==> config.mk <==
export PLATFORM = sky130hd
export DESIGN_NAME = oflow_mem_history_reader
export DESIGN_NICKNAME = d
export VERILOG_FILES = /design/src/rtl/oflow_mem_history_reader.sv
export SDC_FILE = /design/constraint.sdc
export NUM_CORES = 2
export LEC_CHECK = 0
export ABC_AREA = 1
export CAP_MARGIN = 40
export CORE_AREA = 2 2 479 481
export CTS_CLUSTER_DIAMETER = 50
export DETAILED_ROUTE_END_ITERATION = 8
export DIE_AREA = 0 0 481 483
export PLACE_DENSITY = 0.49
export SETUP_SLACK_MARGIN = 0.3
export SLEW_MARGIN = 20
export SYNTH_ARGS = -nofsm -noshare
export SYNTH_HDL_FRONTEND = slang
export SYNTH_SLANG_ARGS = --single-unit
==> constraint.sdc <==
create_clock -name clk -period 56.5 [get_ports clk]
set_input_delay 11.3 -clock clk [delete_from_list [all_inputs] [get_ports clk]]
set_output_delay 11.3 -clock clk [all_outputs]
set_load 0.02 [all_outputs]
==> src/rtl/oflow_mem_history_reader.sv <==
// History sweep reader: walks frames F-1..F-H, issues paired buffer reads and
// returns each pair through a 2-entry credit-limited output FIFO.
module oflow_mem_history_reader #(
    parameter int unsigned DATA_WIDTH                  = 290,
    parameter int unsigned OFFSET_WIDTH                = 6,
    parameter int unsigned TOTAL_FRAME_NUM_WIDTH       = 8,
    parameter int unsigned NUM_OF_HISTORY_FRAMES_WIDTH = 3
) (
    input  logic                                   clk,
    input  logic                                   reset,
    input  logic                                   start,
    input  logic [TOTAL_FRAME_NUM_WIDTH-1:0]       frame_num,
    input  logic [NUM_OF_HISTORY_FRAMES_WIDTH-1:0] num_of_history_frames,
    input  logic [OFFSET_WIDTH:0]                  num_of_objects,
    output logic                                   rd_en,
    output logic [TOTAL_FRAME_NUM_WIDTH-1:0]       rd_frame_num,
    output logic [OFFSET_WIDTH-1:0]                rd_offset_0,
    output logic [OFFSET_WIDTH-1:0]                rd_offset_1,
    input  logic [DATA_WIDTH-1:0]                  data_out_0,
    input  logic [DATA_WIDTH-1:0]                  data_out_1,
    output logic                                   hist_valid,
    input  logic                                   hist_ready,
    output logic [DATA_WIDTH-1:0]                  hist_data_0,
    output logic [DATA_WIDTH-1:0]                  hist_data_1,
    output logic                                   hist_vld_1,
    output logic [TOTAL_FRAME_NUM_WIDTH-1:0]       hist_frame_num,
    output logic                                   hist_last,
    output logic                                   busy,
    output logic                                   done
);

    localparam int unsigned CW = OFFSET_WIDTH + 2;

    typedef enum logic [1:0] {IDLE, FETCH, DRAIN, DONE} state_t;

    state_t                                 state;
    logic [TOTAL_FRAME_NUM_WIDTH-1:0]       cur_frame;
    logic [NUM_OF_HISTORY_FRAMES_WIDTH-1:0] hist_num;
    logic [NUM_OF_HISTORY_FRAMES_WIDTH-1:0] frame_idx;
    logic [OFFSET_WIDTH:0]                  obj_num;
    logic [OFFSET_WIDTH:0]                  cur_off;
    logic                                   fl_vld_1;
    logic                                   fl_last;
    logic [1:0]                             occ;
    logic [DATA_WIDTH-1:0]                  e1_data_0;
    logic [DATA_WIDTH-1:0]                  e1_data_1;
    logic                                   e1_vld_1;
    logic [TOTAL_FRAME_NUM_WIDTH-1:0]       e1_frame;
    logic                                   e1_last;

    logic       pop;
    logic       push;
    logic [1:0] occ_after_pop;
    logic [1:0] occ_next;
    logic       pair_end;
    logic       odd_tail;
    logic       last_frame;
    logic       issue;

    assign hist_valid = (occ != 2'd0);

    // The read in flight is exactly the rd_en cycle, so its data is pushed
    // on the following edge; issue only if that leaves room for it.
    always_comb begin
        pop           = hist_valid & hist_ready;
        push          = rd_en;
        occ_after_pop = occ - {1'b0, pop};
        occ_next      = occ_after_pop + {1'b0, push};
        pair_end      = (CW'(cur_off) + CW'(2)) >= CW'(obj_num);
        odd_tail      = (CW'(cur_off) + CW'(1)) >= CW'(obj_num);
        last_frame    = (frame_idx == (hist_num - NUM_OF_HISTORY_FRAMES_WIDTH'(1)));
        issue         = (state == FETCH) && (occ_next < 2'd2);
    end

    always_ff @(posedge clk or posedge reset) begin
        if (reset) begin
            state          <= IDLE;
            cur_frame      <= '0;
            hist_num       <= '0;
            frame_idx      <= '0;
            obj_num        <= '0;
            cur_off        <= '0;
            fl_vld_1       <= 1'b0;
            fl_last        <= 1'b0;
            occ            <= '0;
            e1_data_0      <= '0;
            e1_data_1      <= '0;
            e1_vld_1       <= 1'b0;
            e1_frame       <= '0;
            e1_last        <= 1'b0;
            rd_en          <= 1'b0;
            rd_frame_num   <= '0;
            rd_offset_0    <= '0;
            rd_offset_1    <= '0;
            hist_data_0    <= '0;
            hist_data_1    <= '0;
            hist_vld_1     <= 1'b0;
            hist_frame_num <= '0;
            hist_last      <= 1'b0;
            busy           <= 1'b0;
            done           <= 1'b0;
        end else begin
            rd_en        <= 1'b0;
            rd_frame_num <= '0;
            rd_offset_0  <= '0;
            rd_offset_1  <= '0;
            done         <= 1'b0;
            occ          <= occ_next;

            // Shift-register FIFO: head lives in the hist_* registers; a push
            // landing in slot 0 overrides the shift from slot 1.
            if (pop) begin
                hist_data_0    <= e1_data_0;
                hist_data_1    <= e1_data_1;
                hist_vld_1     <= e1_vld_1;
                hist_frame_num <= e1_frame;
                hist_last      <= e1_last;
            end
            if (push) begin
                if (occ_after_pop == 2'd0) begin
                    hist_data_0    <= data_out_0;
                    hist_data_1    <= data_out_1;
                    hist_vld_1     <= fl_vld_1;
                    hist_frame_num <= rd_frame_num;
                    hist_last      <= fl_last;
                end else begin
                    e1_data_0 <= data_out_0;
                    e1_data_1 <= data_out_1;
                    e1_vld_1  <= fl_vld_1;
                    e1_frame  <= rd_frame_num;
                    e1_last   <= fl_last;
                end
            end

            case (state)
                IDLE: begin
                    busy <= 1'b0;
                    if (start) begin
                        cur_frame <= frame_num - TOTAL_FRAME_NUM_WIDTH'(1);
                        hist_num  <= num_of_history_frames;
                        obj_num   <= num_of_objects;
                        frame_idx <= '0;
                        cur_off   <= '0;
                        busy      <= 1'b1;
                        if ((num_of_history_frames == '0) || (num_of_objects == '0)) begin
                            state <= DONE;
                            done  <= 1'b1;
                        end else begin
                            state <= FETCH;
                        end
                    end
                end
                FETCH: begin
                    if (issue) begin
                        rd_en        <= 1'b1;
                        rd_frame_num <= cur_frame;
                        rd_offset_0  <= cur_off[OFFSET_WIDTH-1:0];
                        rd_offset_1  <= odd_tail ? cur_off[OFFSET_WIDTH-1:0]
                                                 : cur_off[OFFSET_WIDTH-1:0] + OFFSET_WIDTH'(1);
                        fl_vld_1     <= !odd_tail;
                        fl_last      <= pair_end && last_frame;
                        if (pair_end) begin
                            cur_off   <= '0;
                            cur_frame <= cur_frame - TOTAL_FRAME_NUM_WIDTH'(1);
                            frame_idx <= frame_idx + NUM_OF_HISTORY_FRAMES_WIDTH'(1);
                            if (last_frame) begin
                                state <= DRAIN;
                            end
                        end else begin
                            cur_off <= cur_off + (OFFSET_WIDTH + 1)'(2);
                        end
                    end
                end
                DRAIN: begin
                    if (pop && hist_last) begin
                        state <= DONE;
                        done  <= 1'b1;
                    end
                end
                DONE: begin
                    state <= IDLE;
                    busy  <= 1'b0;
                end
                default: begin
                    state <= IDLE;
                end
            endcase
        end
    end

endmodule

==> flow_summary_export.csv <==
group,metric,value,unit
logic_synthesis,synth_area,53100,µm²
final_layout,layout_commonest_cell,"nand2_1",
critical_path,critPathCaptureType,"flip-flop",
logic_synthesis,synth_cells,5018,
route,via_per_inst,4.45,
grt,gr-total-overflow,0,
floorplan,rows,175,
logic_synthesis,avgSynthCellArea,10.6,µm²
hold_path,hold_class,"flip-flop to flip-flop",
logic_synthesis,yosysSeqAreaShare,58.2,%
floorplan,initial_core_util,23.4,%
critical_path,path_class,"input pin to flip-flop",
sta,period_needed,16.01,ns
clocking,post_cts_buffers,0,
sta,hold_viol,0,
critical_path,arrival,16.69,ns
floorplan,die_area,232000,µm²
run_status,status,"completed",
sta,final.setup_skew,0.0531,ns
power_and_ir_drop,powerDensity,63.5,nW/µm²
sta,max_freq,62.5,MHz
floorplan,die_h,483,µm
logic_synthesis,syn-num-nets,5643,
sta,drv_slew,0,
placement,portBuffers,1215,
power_and_ir_drop,ir_drop,41.4,µV
route,vias,41500,
clocking,postCtsResizedCells,0,
floorplan,io_pins,1216,
grt,grt_pass1_wl,297000,µm
hold_path,min-delay-start,"e1_data_0[220]$_DFFE_PP0P_",
critical_path,crit_fanout,109,
power_and_ir_drop,netSwitchingFraction,36.3,%
sta,setup_viol_count_final,0,
critical_path,r2r_start,"occ[1]$_DFF_PP0_",
route,wl_per_cell,21.9,µm
placement,placed_cells,8948,
sta,fin_crit_sh,28.3,%
clocking,cts_tree,"built",
logic_synthesis,synth_top_cell_area_share,58.2,%
route,drt_iter0_markers,2746,
placement,gp_congestion,0.818,
grt,grt_max_degree,222,
placement,place_hpwl,141000,µm
logic_synthesis,synth.distinct_cells,32,
critical_path,required,57.19,ns
grt,grt_pass1_vias,42000,
route,ant_nets,0,
clocking,cts-htree-levels,4,
sta,tightest_slew,1.27,ns
sta,max_slew_margin,15.5,%
clocking,clk_latency,0.81,ns
grt,antenna_found_initial,79,
final_layout,final-instance-count-excl-fill,9323,
logic_synthesis,ys_top_cells_by_area,"dfrtp_1 58%, mux2_4 12%, nand2_1 10%",
floorplan,coreArea,227000,µm²
route,drtPass1Iterations,7,
route,wl,204000,µm
logic_synthesis,yosys.area.top_type,"dfrtp_1",
logic_synthesis,synth_edf_count,0,
logic_synthesis,ys_warn_count,0,
final_layout,area_delta_synth_final,40.9,%
grt,grt.total_usage,17.1,%
logic_synthesis,yosys_most_used_dff,"dfrtp_1",
power_and_ir_drop,clkPwrFrac,25.5,%
final_layout,layout_common_cells,"1440 x nand2_1, 1233 x dfrtp_1, 1215 x clkdlybuf4s50_1",
critical_path,startpoint,"hist_ready",
power_and_ir_drop,internal-power,3.03,mW
clocking,cts_buffer_depth,3,
power_and_ir_drop,p_sw,1.73,mW
final_layout,drive_gt1_share,13.1,%
final_layout,nets,6755,
final_layout,seq_area,30900,µm²
flow_run,drv_cap,0,
clocking,cts.sinks,1234,
power_and_ir_drop,seqPwrFrac,33.1,%
final_layout,multi_input_comb_area,19900,µm²
power_and_ir_drop,leakagePower,34.0,nW
sta,rsz0062_at_grt,"no",
logic_synthesis,async_reset_ff_share,100,%
logic_synthesis,synth_seq_cells,1234,
clocking,cts_hold_buffers,0,
clocking,root_buffer,"clkbuf_16",
floorplan,dieWidth,481,µm
sta,setup_tns,0,ns
route,drc_errors,0,
power_and_ir_drop,power_frac_comb,41.4,%
final_layout,fillers,22900,
clocking,clk_pin_slew,0.05,ns
critical_path,start_kind,"input pin",
clocking,cts_buffers,181,
cells by family (layout without fill, tap and decap cells):
logic type | count (synthesis) | count (layout) | share of synthesized area (%)
simple gates | 2173 | 2173 | 15.7
mux | 506 | 506 | 13.6
fa+ha+maj | 23 | 23 | 0.542
flops | 1234 | 1234 | 58.2
xor+xnor | 9 | 9 | 0.148
buf+inv | 434 | 1700 | 4.41
compound gates | 638 | 638 | 7.44
other cells | 1 | 31 | 0.00706
area by class of cell:
class                           count  area share (%)
Antenna cell                       30           0.100
Clock buffer                      250            6.98
Clock inverter                     87            1.68
Inverter                           76           0.401
Multi-Input combinational cell   3350            26.6
Sequential cell                  1234            41.3
Tap cell                         3009            5.03
Timing Repair Buffer             1287            17.9
worst paths after layout:
check | endpoint | slack (ns) | cells after the start
worst max-delay path | e1_data_0[86]$_DFFE_PP0P_ | 40.49 | 13
worst min-delay path | e1_data_0[220]$_DFFE_PP0P_ | 0.47 | 2
worst max register to register | e1_data_0[86]$_DFFE_PP0P_ | 50.83 | 14
worst min register to register | e1_data_0[220]$_DFFE_PP0P_ | 0.47 | 2
max in group asynchronous | e1_data_1[122]$_DFFE_PP0P_ | 41.80 | 9
min in group asynchronous | hist_data_1[206]$_DFF_PP0_ | 10.82 | 2
state kept, by name, summed over array words and instances (netlist names), 2 cells and up:
signal and cells:
hist_frame_num 8, e1_frame 8, occ 2, obj_num 7, cur_frame 8, rd_frame_num 8
cur_off 6, frame_idx 3, e1_data_0 290, state 2, e1_data_1 290, hist_data_1 290
rd_offset_0 4, hist_data_0 290, hist_num 3, rd_offset_1 6
routing by layer:
| metal | vias to the layer above | track usage (%) | share of wire (%) |
|---|---|---|---|
| met3 | 326 | 6.75 | 9.3 |
| met4 | 48 | 4.60 | 2.4 |
| met5 | - | 0 | 0.15 |
| met1 | 20700 | 21.4 | 42 |
| li1 | 19100 | - | - |
| met2 | 1372 | 27.1 | 46 |
synth_stat cells, types with 10 or more instances:
library cell  count
nor2_1          616
mux2_1           76
buf_4            15
buf_2           193
clkbuf_1         87
nand3_1         102
nand2_1        1441
o21ai_1          10
mux2_4          410
ha_1             23
a31oi_1         590
buf_6            55
o21ai_0          30
inv_1            74
dfrtp_1        1234
mux2_2           20
power groups by stage:
| stage | clock [mW] | combinational, mW | sequential [mW] |
|---|---|---|---|
| finish | 1.21 | 1.97 | 1.58 |
| global route | 1.28 | 2.13 | 1.63 |
| CTS | 1.25 | 2.00 | 1.58 |
| detailed placement | 0 | 1.99 | 1.58 |
| global placement | 0 | 1.95 | 1.57 |
| floorplan | 0 | 0.983 | 1.77 |
metrics by stage:
step           setup slack [ns]  hold WS [ns]  cell area, µm²  utilization, %  power (mW)
2_1_floorplan             10.43         0.442           53100               -        2.75
3_3_place_gp              39.06         0.453           67500            29.8        3.52
3_5_place_dp              39.31         0.459           68000            30.0        3.57
4_1_cts                   40.23         0.472           74500            32.8        4.82
5_1_grt                   40.08         0.487           74800            33.0        5.04
6_report                  40.49         0.467           74800            33.0        4.75
worst max-delay path: stages:
cell and delay, ns:
clkdlybuf4s50_1 0.56, nand2_8 0.39, inv_8 0.60, ha_1 0.27
nand2_1 0.08, nand2_2 0.14, nand2_4 0.18, nand2_8 0.60
buf_12 0.52, buf_12 0.61, buf_4 0.43, buf_16 0.30
mux2_1 0.35
Note: power is estimated with default switching activity, not from simulation.
